## src/rtl/alu_pkg.sv

```systemverilog
`default_nettype none
// ============================================================================
// Module      : alu_pkg
// Description : Shared types for the iterative ALU arbiter: ALU mode
//               encoding, arbiter FSM states and the native ALU width.
// Revision    : 1.0 - initial release
// ============================================================================
package alu_pkg;

    localparam int c_data_w = 8;

    typedef enum logic [1:0] {
        ALU_SRA = 2'b00,
        ALU_SHL = 2'b01,
        ALU_ADD = 2'b10,
        ALU_SUB = 2'b11
    } alu_mode_e;

    typedef enum logic [1:0] {
        IDLE = 2'b00,
        RUN  = 2'b01,
        DONE = 2'b10
    } arb_state_e;

    // Modes 1x iterate on A (accumulate); modes 0x iterate on B (shift).
    function automatic logic mode_uses_a(input logic [1:0] mode);
        return mode[1];
    endfunction

endpackage
`default_nettype wire

```

## src/rtl/ALU.sv

```systemverilog
`default_nettype none
// ============================================================================
// Module      : ALU
// Description : Single-step combinational 8-bit ALU (SRA B, SHL B, A+B, A-B).
// Revision    : 1.0 - initial release
// ============================================================================
module ALU
    import alu_pkg::*;
(
    input  logic [c_data_w-1:0] A,
    input  logic [c_data_w-1:0] B,
    input  logic [1:0]          mode,
    output logic [c_data_w-1:0] Y
);

    always_comb begin
        Y = '0;
        case (mode)
            ALU_SRA: Y = {B[c_data_w-1], B[c_data_w-1:1]};
            ALU_SHL: Y = {B[c_data_w-2:0], 1'b0};
            ALU_ADD: Y = A + B;
            ALU_SUB: Y = A - B;
            default: Y = '0;
        endcase
    end

endmodule
`default_nettype wire

```

## src/rtl/alu_iter_arb.sv

```systemverilog
`default_nettype none
// ============================================================================
// Module      : alu_iter_arb
// Description : Round-robin arbiter sharing one ALU between two requesters;
//               each command repeats its op cnt times with result feedback.
// Revision    : 1.0 - initial release
// ============================================================================
module alu_iter_arb
    import alu_pkg::*;
#(
    parameter int DATA_W = c_data_w,   // must match the ALU width
    parameter int CNT_W  = 3
)(
    input  logic              clk,
    input  logic              rst_n,

    input  logic              req0_vld,
    output logic              req0_rdy,
    input  logic [1:0]        req0_mode,
    input  logic [DATA_W-1:0] req0_a,
    input  logic [DATA_W-1:0] req0_b,
    input  logic [CNT_W-1:0]  req0_cnt,

    input  logic              req1_vld,
    output logic              req1_rdy,
    input  logic [1:0]        req1_mode,
    input  logic [DATA_W-1:0] req1_a,
    input  logic [DATA_W-1:0] req1_b,
    input  logic [CNT_W-1:0]  req1_cnt,

    output logic              rsp_vld,
    input  logic              rsp_rdy,
    output logic [DATA_W-1:0] rsp_data,
    output logic              rsp_id,
    output logic              busy
);

    arb_state_e        r_state;
    logic              r_prio;
    logic [DATA_W-1:0] r_wa;
    logic [DATA_W-1:0] r_wb;
    alu_mode_e         r_mode;
    logic [CNT_W-1:0]  r_cnt;
    logic              r_rsp_vld;
    logic [DATA_W-1:0] r_rsp_data;
    logic              r_rsp_id;

    logic              w_idle;
    logic              w_acc0;
    logic              w_acc1;
    logic              w_acc;
    logic [1:0]        w_mode;
    logic [DATA_W-1:0] w_a;
    logic [DATA_W-1:0] w_b;
    logic [CNT_W-1:0]  w_cnt;
    logic [DATA_W-1:0] w_y;

    assign w_idle = (r_state == IDLE);

    // Ready never looks at the requester's own valid, only at the rival's.
    assign req0_rdy = w_idle && (!r_prio || !req1_vld);
    assign req1_rdy = w_idle && ( r_prio || !req0_vld);

    assign w_acc0 = req0_vld && req0_rdy;
    assign w_acc1 = req1_vld && req1_rdy;
    assign w_acc  = w_acc0 || w_acc1;

    assign w_mode = w_acc1 ? req1_mode : req0_mode;
    assign w_a    = w_acc1 ? req1_a    : req0_a;
    assign w_b    = w_acc1 ? req1_b    : req0_b;
    assign w_cnt  = w_acc1 ? req1_cnt  : req0_cnt;

    ALU u_alu (
        .A    (r_wa),
        .B    (r_wb),
        .mode (r_mode),
        .Y    (w_y)
    );

    always_ff @(posedge clk) begin
        if (!rst_n) begin
            r_state    <= IDLE;
            r_prio     <= 1'b0;
            r_wa       <= '0;
            r_wb       <= '0;
            r_mode     <= ALU_SRA;
            r_cnt      <= '0;
            r_rsp_vld  <= 1'b0;
            r_rsp_data <= '0;
            r_rsp_id   <= 1'b0;
        end else begin
            case (r_state)
                IDLE: begin
                    if (w_acc) begin
                        r_mode   <= alu_mode_e'(w_mode);
                        r_wa     <= w_a;
                        r_wb     <= w_b;
                        r_cnt    <= w_cnt;
                        r_rsp_id <= w_acc1;
                        // Zero iterations: the untouched working operand is the answer.
                        if (w_cnt == '0) begin
                            r_state    <= DONE;
                            r_rsp_vld  <= 1'b1;
                            r_rsp_data <= mode_uses_a(w_mode) ? w_a : w_b;
                        end else begin
                            r_state <= RUN;
                        end
                    end
                end
                RUN: begin
                    if (mode_uses_a(r_mode)) begin
                        r_wa <= w_y;
                    end else begin
                        r_wb <= w_y;
                    end
                    r_cnt <= r_cnt - CNT_W'(1);
                    // The last step's ALU output is the final result.
                    if (r_cnt == CNT_W'(1)) begin
                        r_state    <= DONE;
                        r_rsp_vld  <= 1'b1;
                        r_rsp_data <= w_y;
                    end
                end
                DONE: begin
                    if (rsp_rdy) begin
                        r_state   <= IDLE;
                        r_rsp_vld <= 1'b0;
                        r_prio    <= ~r_rsp_id;
                    end
                end
                default: begin
                    r_state <= IDLE;
                end
            endcase
        end
    end

    assign rsp_vld  = r_rsp_vld;
    assign rsp_data = r_rsp_data;
    assign rsp_id   = r_rsp_id;
    assign busy     = (r_state != IDLE);

endmodule
`default_nettype wire

```

## config.mk

```make
export PLATFORM = sky130hd
export DESIGN_NAME = alu_iter_arb
export DESIGN_NICKNAME = d
export VERILOG_FILES = /design/src/rtl/alu_pkg.sv /design/src/rtl/ALU.sv /design/src/rtl/alu_iter_arb.sv
export SDC_FILE = /design/constraint.sdc
export NUM_CORES = 1
export LEC_CHECK = 0
export CAP_MARGIN = 10
export CELL_PAD_IN_SITES_DETAIL_PLACEMENT = 0
export CELL_PAD_IN_SITES_GLOBAL_PLACEMENT = 1
export CORE_MARGIN = 3
export CORE_UTILIZATION = 42
export CTS_CLUSTER_DIAMETER = 150
export CTS_CLUSTER_SIZE = 25
export DETAILED_ROUTE_END_ITERATION = 12
export GPL_TIMING_DRIVEN = 0
export HOLD_SLACK_MARGIN = 0.15
export PLACE_DENSITY = 0.94
export SETUP_SLACK_MARGIN = 0.15
export SLEW_MARGIN = 10
export SYNTH_ARGS = -nofsm -noshare
export SYNTH_HDL_FRONTEND = slang
export SYNTH_HIERARCHICAL = 1
export SYNTH_SLANG_ARGS = --single-unit
export TNS_END_PERCENT = 5
```

## constraint.sdc

```tcl
create_clock -name clk -period 4.6 [get_ports clk]
set_input_delay 1.15 -clock clk [delete_from_list [all_inputs] [get_ports clk]]
set_output_delay 1.15 -clock clk [all_outputs]
set_load 0.1 [all_outputs]
```

==> impl_metrics.json, run 1 <==
{
  "gr-usage-all-layers_pct": 22.8,
  "crit_type": "in -> out",
  "initial_core_util_pct": 44.6,
  "maxCapViolations": 0,
  "cts_tree": "built",
  "synth_top_family_by_area": "compound AO/OA/AOI/OAI gates",
  "root_buffer": "clkbuf_8",
  "min_path_type": "reg -> reg",
  "setup_viol": 0,
  "synthesis.nets": 403,
  "top_layer_used": "met4",
  "max_freq_mhz": 235,
  "yosys-top-cells-area": "dfxtp_1 (23%), a211oi_1 (8.2%), mux2i_1 (7.2%)",
  "met2_length_um": 4010,
  "ys_top_cells_by_count": "dfxtp_1 (34), inv_1 (33), a211oi_1 (32)",
  "cp-end-kind": "output pin",
  "fin_crit_sh_pct": 92.6,
  "insertedDiodeCount": 0,
  "status": "completed",
  "fin_nets": 466,
  "fin_util_pct": 56.4,
  "placementRows": 29,
  "pin_count": 60,
  "wl_per_cell_um": 17.9,
  "syn_inst": 345,
  "finalPower_mw": 3.06,
  "met3_length_um": 536,
  "synth-main-ff-cell": "dfxtp_1",
  "clock_latency_ps": 290,
  "avgSynthCellArea_um2": 8.44,
  "drt_iter0_markers": 148,
  "slew_violations": 0,
  "max_slew_margin_pct": 34.5,
  "area_growth_pct": 26.4,
  "die_x_um": 89.3,
  "synth-seq-cells": 34,
  "synth_most_common_cell": "dfxtp_1",
  "yosys.area_share.simple_pct": 15.4,
  "synth_area_um2": 2910,
  "synth_top_area_share_pct": 23.4,
  "yosysWarnings": 6,
  "fillers": 615,
  "required_ps": 3450,
  "cellLeakagePower_nw": 1.37,
  "powerDensity_nw_per_um2": 832,
  "dieHeight_um": 89.3,
  "synth_compound_gate_area_share_pct": 32.1,
  "portBuffers": 56,
  "vias_per_cell": 6.00,
  "grt_overflow": 0,
  "crit_fanout": 10,
  "cts_sinks": 34,
  "seq_area_frac_synth_pct": 23.4,
  "die_area_um2": 7970,
  "dpl.cell_count": 478,
  "postCtsHoldBufs": 0,
  "grt_pass1_wl_um": 14100,
  "clock_path_buffers": 2,
  "finalHoldViolations": 0,
  "multi_input_area_um2": 1940,
  "drc_errors": 0,
  "fin_skew_ps": 5.58,
  "finalCriticalPeriod_ps": 4260,
  "cts_inserted_buffers": 5,
  "post-dp-hpwl_um": 6740,
  "layout-drive-gt1-share_pct": 12.5,
  "grt_pass1_vias": 2853,
  "antenna_found_initial": 0,
  "rsz0062_at_grt": "false",
  "gp_congestion": 0.899,
  "htree_num_levels": 2,
  "drt_wl_total_um": 8700,
  "critPathLaunchType": "input pin",
  "tns_ps": 0,
  "tightest_slew_ps": 980,
  "timing.hold.ws_ps": 450,
  "synth_cell_types": 52,
  "grt_max_degree": 11,
  "synthArstFlopShare_pct": 0,
  "core_um2": 6530,
  "ant_nets": 0,
  "drtPass1Iterations": 4,
  "clk_pin_slew_worst_paths_ps": 70,
  "synth_largest_area_cell": "dfxtp_1",
  "vias": 2916,
  "synth-xor-area-share_pct": 3.91,
  "stdcell_count": 486,
  "post_synth_fa_ha_maj_area_fraction_pct": 4.98,
  "ff_latch_area_um2": 681,
  "arrival_ps": 3110,
  "max-vdd-ir-drop_mv": 0.425,
  "synthMuxAreaShare_pct": 10.3,
  "synth_edf_count": 0,
  "wl_met1_um": 3930
}
## sequential cells by signal, summed over array words and instances, names as in the netlist
signal	flops
rsp_vld	1
r_prio	1
rsp_data	8
rsp_id	1
r_cnt	3
r_wa	8
r_wb	8
r_mode	2
r_state	2
## worst paths after layout
path	from	endpoint	slack, ps	cells past startpoint
worst min register to register	rsp_vld	rsp_vld	450	2
worst min-delay path	rsp_vld	rsp_vld	450	2
worst max register to register	r_wb[0]	rsp_data[6]	1440	13
worst max-delay path	req0_vld	req1_rdy	340	6
## cell type report
cell class              instances  share of cell area (%)
plain buffers                  26                    4.08
clock buffers                   8                    2.99
inverters                      36                    3.74
multi-input cells             249                    52.8
flip-flops and latches         34                    18.5
well taps                      77                    2.62
repair buffers                 56                    15.3
## logic make-up after synthesis
kind of cell / count (synthesis)
AO/OA/AOI/OAI: 115
AND/OR/NAND/NOR: 81
buffers and inverters: 62
flip-flops: 34
multiplexers: 29
XOR/XNOR: 13
adder cells (fa/ha/maj): 11
## metal layers
layer / vias to the layer above / global-route usage, %
met4: 0 / 8.25
li1: 1416 / -
met2: 114 / 37.8
met5: - / 0
met1: 1366 / 30.0
met3: 20 / 3.41
## cell usage in the layout, fill, tap and decap left out, types with 5 or more instances in the layout
cell type        instances
o31a_1                  17
buf_2                    6
dfxtp_1                 34
mux2_2                   8
clkbuf_1                 9
a21oi_1                 16
and2_1                   9
o32ai_1                 16
xor2_1                   5
clkbuf_8                 8
inv_1                   33
a221oi_2                 8
nor2b_1                  6
nand2b_1                 5
mux2i_1                 21
buf_4                    6
xnor2_1                  8
clkdlybuf4s50_1         55
a211oi_1                32
nand2_1                 10
nor2_1                  27
ha_1                    10
## critical path, stage by stage
cell             delay (ps)
clkdlybuf4s50_1         560
and2b_1                 290
buf_2                   270
buf_2                   280
nor2_1                   70
clkdlybuf4s15_2         480
## repair_timing
action / CTS / global route
resized for setup: 3 / 0
setup buffers: 0 / 0
setup endpoints to repair: 1 / 0
## through the flow
step	setup slack, ps	area, µm²
5_1_grt	277	3680
4_1_cts	370	3680
3_3_place_gp	-96.7	3570
3_5_place_dp	-117	3570
6_report	340	3680
2_1_floorplan	493	2910
## power by group
part	internal (mW)	total, mW	switching [mW]
clock	0.151	0.265	0.114
combinational	0.842	2.25	1.40
sequential	0.426	0.552	0.126
total	1.42	3.06	1.64
Power figures use the tool's default switching activity.
==> run 2, diff against run 1 <==
--- a/config.mk
+++ b/config.mk
@@ -9,17 +9,15 @@
 export CELL_PAD_IN_SITES_DETAIL_PLACEMENT = 0
 export CELL_PAD_IN_SITES_GLOBAL_PLACEMENT = 1
 export CORE_MARGIN = 3
-export CORE_UTILIZATION = 42
+export CORE_UTILIZATION = 39
 export CTS_CLUSTER_DIAMETER = 150
 export CTS_CLUSTER_SIZE = 25
 export DETAILED_ROUTE_END_ITERATION = 12
 export GPL_TIMING_DRIVEN = 0
-export HOLD_SLACK_MARGIN = 0.15
-export PLACE_DENSITY = 0.94
+export PLACE_DENSITY = 0.92
 export SETUP_SLACK_MARGIN = 0.15
 export SLEW_MARGIN = 10
 export SYNTH_ARGS = -nofsm -noshare
 export SYNTH_HDL_FRONTEND = slang
-export SYNTH_HIERARCHICAL = 1
 export SYNTH_SLANG_ARGS = --single-unit
 export TNS_END_PERCENT = 5
==> run 2 against run 1 <==
Cell count shrank 8.0%. Clock-buffer cell count shrank 3. Sequential share of layout area grew 2.5 points. Synthesized cell count down 12%. Combinational power is 58% lower. Non-clock buffer count shrank 6. Fmax grew 3.2%. Register-to-register slack better by 240 ps. Area after synthesis down 15%. Die area fell by 8.0%. Critical path depth shrank 3. Final area shrank 12%. Critical endpoint is now req0_rdy. Largest power group unchanged.
==> impl_metrics.json, run 2 <==
{
  "whs_endpoint": "rsp_id",
  "yosysWarnings": 0,
  "post-dp-hpwl_um": 5860,
  "cp_top_family": "buffers and inverters",
  "reg2reg_depth": 10,
  "grt_pass1_wl_um": 12400,
  "crit_fanout": 5,
  "clock_latency_ps": 300,
  "cp-end-kind": "output pin",
  "r2r-start": "r_mode[0]",
  "crit_slowest_cell": "clkdlybuf4s50_1",
  "grt_overflow": 0,
  "arrival_ps": 2980,
  "fin_skew_ps": 7.32,
  "cellLeakagePower_nw": 1.37,
  "final_common_cell": "clkdlybuf4s50_1",
  "area_growth_pct": 31.3,
  "crit_top_cell": "clkdlybuf4s50_1",
  "cts_sinks": 34,
  "core_um2": 6030,
  "synth_edf_count": 0,
  "r2r-end": "rsp_data[4]",
  "max_slew_margin_pct": 34.0,
  "insertedDiodeCount": 0,
  "layout-drive-gt1-share_pct": 9.68,
  "fillers": 603,
  "gr-usage-all-layers_pct": 21.3,
  "root_buffer": "clkbuf_8",
  "synth_cell_types": 50,
  "die_x_um": 85.6,
  "synthesis.nets": 363,
  "portBuffers": 59,
  "final_cell_mix": "clkdlybuf4s50_1 (59), nand2_1 (34), dfxtp_1 (34)",
  "finalCriticalPeriod_ps": 4130,
  "gp_congestion": 0.902,
  "synth_area_um2": 2470,
  "status": "completed",
  "avgSynthCellArea_um2": 8.11,
  "dieHeight_um": 85.6,
  "max-vdd-ir-drop_mv": 0.296,
  "tightest_slew_ps": 987,
  "synthArstFlopShare_pct": 0,
  "drt_wl_total_um": 7520,
  "htree_num_levels": 2,
  "vias": 2569,
  "drtPass1Iterations": 5,
  "multi_input_area_um2": 1660,
  "fin_util_pct": 53.9,
  "min_path_type": "reg -> reg",
  "postCtsHoldBufs": 0,
  "fin_nets": 429,
  "powerDensity_nw_per_um2": 491,
  "syn_inst": 305,
  "cts_setup_buffers": 0,
  "ff2ff_setup_slack_ps": 1680,
  "synth_largest_area_cell": "dfxtp_1",
  "seq_area_frac_synth_pct": 27.5,
  "critPathLaunchType": "input pin",
  "clk_pin_slew_worst_paths_ps": 80,
  "slew_violations": 0,
  "required_ps": 3450,
  "ys_top_cells_by_count": "dfxtp_1 (34), nand2_1 (34), o21ai_0 (33)",
  "min_from": "rsp_id",
  "path_buf_inv": 2,
  "rsz0062_at_grt": "false",
  "cts_inserted_buffers": 5,
  "die_area_um2": 7330,
  "drt_iter0_markers": 223,
  "post_cts_resized": 0,
  "yosys-top-cells-area": "dfxtp_1 (28%), mux2i_1 (8.1%), o21ai_0 (6.7%)",
  "synth-main-ff-cell": "dfxtp_1",
  "fin_crit_sh_pct": 89.7,
  "placementRows": 28,
  "crit_type": "in -> out",
  "grt_pass1_vias": 2543,
  "synth-seq-cells": 34,
  "pin_count": 60,
  "tns_ps": 0,
  "synth_top_area_share_pct": 27.5,
  "cts_tree": "built",
  "finalHoldViolations": 0,
  "whs_path_depth": 2,
  "max_freq_mhz": 242,
  "drc_errors": 0,
  "setup_viol": 0,
  "max_stage_delay_ps": 1150,
  "ff_latch_area_um2": 681,
  "ant_nets": 0,
  "wl_per_cell_um": 16.8,
  "vias_per_cell": 5.75,
  "maxCapViolations": 0,
  "initial_core_util_pct": 41.1,
  "grt_max_degree": 13,
  "antenna_found_initial": 0,
  "crit_path_cell_trace": "clkdlybuf4s50_1, a21oi_1, clkdlybuf4s50_1",
  "clock_path_buffers": 2
}
==> run 2: metrics by stage <==
stage | instances | hold WS (ps) | power, mW | worst slack [ps] | area [µm²]
after global placement | 439 | 465 | 1.35 | 473 | 3160
after floorplan | 305 | 478 | 1.12 | 822 | 2470
after CTS | 447 | 488 | 1.59 | 463 | 3250
after detailed placement | 439 | 471 | 1.36 | 464 | 3160
after global routing | 447 | 529 | 1.71 | 395 | 3250
final | 447 | 484 | 1.59 | 473 | 3250
==> run 2: worst max-delay path by stage <==
stage                     depth (start not counted)  slack [ps]  endpoint  startpoint
after floorplan                                   1         820  req0_rdy    req1_vld
after global placement                            4         470  req1_rdy    req0_vld
after detailed placement                          3         460  req0_rdy    req1_vld
after CTS                                         3         460  req0_rdy    req1_vld
after global routing                              3         400  req0_rdy    req1_vld
final                                             3         470  req0_rdy    req1_vld
==> run 2: final cells by class <==
type	instances	share of cell area, %
repair buffers	59	18.2
clock inverters	3	0.655
well taps	75	2.89
multi-input cells	245	51.0
inverters	9	1.04
flip-flops and latches	34	21.0
plain buffers	17	3.20
clock buffers	5	2.12
==> run 2: metal layers <==
metal	global-route usage (%)	vias to the layer above	routed length, µm
li1	-	1248	-
met1	28.4	1193	3470
met2	34.6	110	3350
met3	4.03	18	543
met4	6.91	0	147
met5	0	-	0
==> run 2: power by group <==
group / leakage, nW / internal, mW / switching (mW)
Sequential: 0.281 / 0.356 / 0.0612
Combinational: 1.04 / 0.374 / 0.573
Clock: 0.0441 / 0.106 / 0.124
==> run 2: worst reg2reg max path, delay by kind of cell (launching register included) <==
| kind | cells | cell delay (ps) |
|---|---|---|
| compound gates | 5 | 900 |
| xor+xnor | 1 | 150 |
| fa+ha+maj | 1 | 330 |
| buf+inv | 1 | 440 |
| flops | 1 | 430 |
| simple gates | 2 | 600 |
==> run 2: logic make-up (layout without fill, tap and decap cells) <==
family / Yosys count / count (layout) / share of synthesized area [%]
and+or+nand+nor: 92 / 92 / 18.3
xor gates and xnor gates: 11 / 11 / 3.89
adders and majority gates: 11 / 11 / 5.87
AOI/OAI and AO/OA: 104 / 104 / 27.3
DFF: 34 / 34 / 27.5
muxes: 27 / 27 / 11.6
buffers and inverters: 26 / 93 / 5.56
==> run 3, diff against run 2 <==
--- a/config.mk
+++ b/config.mk
@@ -8,6 +8,7 @@
 export CAP_MARGIN = 10
 export CELL_PAD_IN_SITES_DETAIL_PLACEMENT = 0
 export CELL_PAD_IN_SITES_GLOBAL_PLACEMENT = 1
+export CORE_ASPECT_RATIO = 1.25
 export CORE_MARGIN = 3
 export CORE_UTILIZATION = 39
 export CTS_CLUSTER_DIAMETER = 150
==> run 3 against run 2 <==
Clock power grew 22%. Utilization up 1.0 points. Clock skew down 1.1 ps. Critical endpoint is now req1_rdy. Final area up 1.0%.
==> impl_metrics.json, run 3 (synthesis results as in run 2) <==
{
  "status": "completed",
  "cp_top_family": "buffers and inverters",
  "grt.busiest_layer": "met2",
  "antenna_found_initial": 0,
  "whs_path_depth": 2,
  "layout-drive-gt1-share_pct": 9.68,
  "gr-usage-met1_pct": 26.1,
  "required_ps": 3450,
  "r2r-start": "r_mode[0]",
  "finalHoldViolations": 0,
  "maxCapViolations": 0,
  "final_area_um2": 3280,
  "cellLeakagePower_nw": 1.38,
  "drt_iter0_markers": 105,
  "finalPower_mw": 1.64,
  "fillers": 599,
  "grt_util_met3_pct": 3.02,
  "powerDensity_nw_per_um2": 501,
  "fin_crit_sh_pct": 89.9,
  "insertedDiodeCount": 0,
  "arrival_ps": 2990,
  "gr-usage-all-layers_pct": 20.8,
  "ff_latch_area_um2": 681,
  "postCtsHoldBufs": 0,
  "dieHeight_um": 95.0,
  "root_buffer": "clkbuf_8",
  "die_area_um2": 7340,
  "tightest_slew_ps": 990,
  "finalCriticalPeriod_ps": 4140,
  "core_um2": 5970,
  "post_cts_resized": 0,
  "crit_top_cell": "clkdlybuf4s50_1",
  "min_path_type": "reg -> reg",
  "grt_pass1_vias": 2381,
  "pin_count": 60,
  "clock_path_buffers": 2,
  "cts_inserted_buffers": 5,
  "cts_tree": "built",
  "grt_pass1_wl_um": 12100,
  "wl_per_cell_um": 16.7,
  "grt_util_met2_pct": 37.3,
  "htree_num_levels": 2,
  "portBuffers": 59,
  "drt_wl_total_um": 7570,
  "vias_per_cell": 5.56,
  "drtPass1Iterations": 6,
  "crit_fanout": 4,
  "place_area_um2": 3170,
  "max_stage_delay_ps": 1120,
  "post-dp-hpwl_um": 5920,
  "area_growth_pct": 32.6,
  "clk_pin_slew_worst_paths_ps": 80,
  "final_cell_mix": "clkdlybuf4s50_1 (59), nand2_1 (34), dfxtp_1 (34)",
  "crit_type": "in -> out",
  "die_x_um": 77.2,
  "fin_skew_ps": 6.20,
  "max-vdd-ir-drop_mv": 0.232,
  "min_from": "rsp_data[2]",
  "tns_ps": 0,
  "grt_overflow": 0,
  "max_slew_margin_pct": 33.8,
  "ant_nets": 0,
  "setup_viol": 0,
  "cp-end-kind": "output pin",
  "gp_congestion": 0.831,
  "whs_endpoint": "rsp_data[2]",
  "max_freq_mhz": 242,
  "initial_core_util_pct": 41.4,
  "clock_latency_ps": 290,
  "crit_path_cell_trace": "clkdlybuf4s50_1, nand2b_1, and2_1, clkdlybuf4s50_1",
  "multi_input_area_um2": 1660,
  "final_common_cell": "clkdlybuf4s50_1",
  "crit_slowest_cell": "clkdlybuf4s50_1",
  "ff2ff_setup_slack_ps": 1610,
  "vias": 2522,
  "placementRows": 31,
  "timing.hold.ws_ps": 481,
  "r2r-end": "rsp_data[4]",
  "cts_sinks": 34,
  "fin_nets": 429,
  "reg2reg_depth": 10,
  "slew_violations": 0,
  "critPathLaunchType": "input pin",
  "path_buf_inv": 2,
  "drc_errors": 0,
  "grt_max_degree": 13,
  "rsz0062_at_grt": "false",
  "cts_setup_buffers": 0
}
[run 3: how the worst max path moves through the flow]
| stage | from | endpoint | slack, ps | cells after the start |
|---|---|---|---|---|
| after floorplan | req1_vld | req0_rdy | 820 | 1 |
| after global placement | req0_vld | req1_rdy | 480 | 4 |
| after detailed placement | req0_vld | req1_rdy | 470 | 4 |
| after CTS | req0_vld | req1_rdy | 460 | 4 |
| after global routing | req1_vld | req0_rdy | 400 | 3 |
| final | req0_vld | req1_rdy | 460 | 4 |
[run 3: final cells by class]
cell class	count	share of cell area (%)
Tap cell	82	3.13
Multi-Input combinational cell	245	50.5
Buffer	17	3.17
Inverter	9	1.03
Sequential cell	34	20.7
Clock buffer	5	2.10
Timing Repair Buffer	59	18.0
Clock inverter	3	1.37
[run 3: worst register-to-register path: cells and delay by family (launching register included)]
kind	cells	cell delay (ps)
compound gates	5	1010
xor+xnor	1	160
fa+ha+maj	1	330
buf+inv	1	420
flops	1	420
simple gates	2	600
[run 3: per-layer routing]
metal,part of all wire (%),vias to the layer above
met2,49,56
met3,4.3,8
met1,46,1215
met5,0,-
li1,-,1243
met4,1.2,0
[run 3: per-stage QoR]
| step | setup slack (ps) | util (%) | cells |
|---|---|---|---|
| finish | 463 | 54.9 | 454 |
| global route | 400 | 54.9 | 454 |
| CTS | 465 | 54.9 | 454 |
| detailed placement | 471 | 53.0 | 446 |
| global placement | 482 | 53.0 | 446 |
| floorplan | 822 | - | 305 |
[run 3: report_power, final]
group	total, mW	switching [mW]	internal [mW]
clock	0.280	0.119	0.161
combinational	0.949	0.576	0.373
sequential	0.415	0.0591	0.356
total	1.64	0.754	0.890
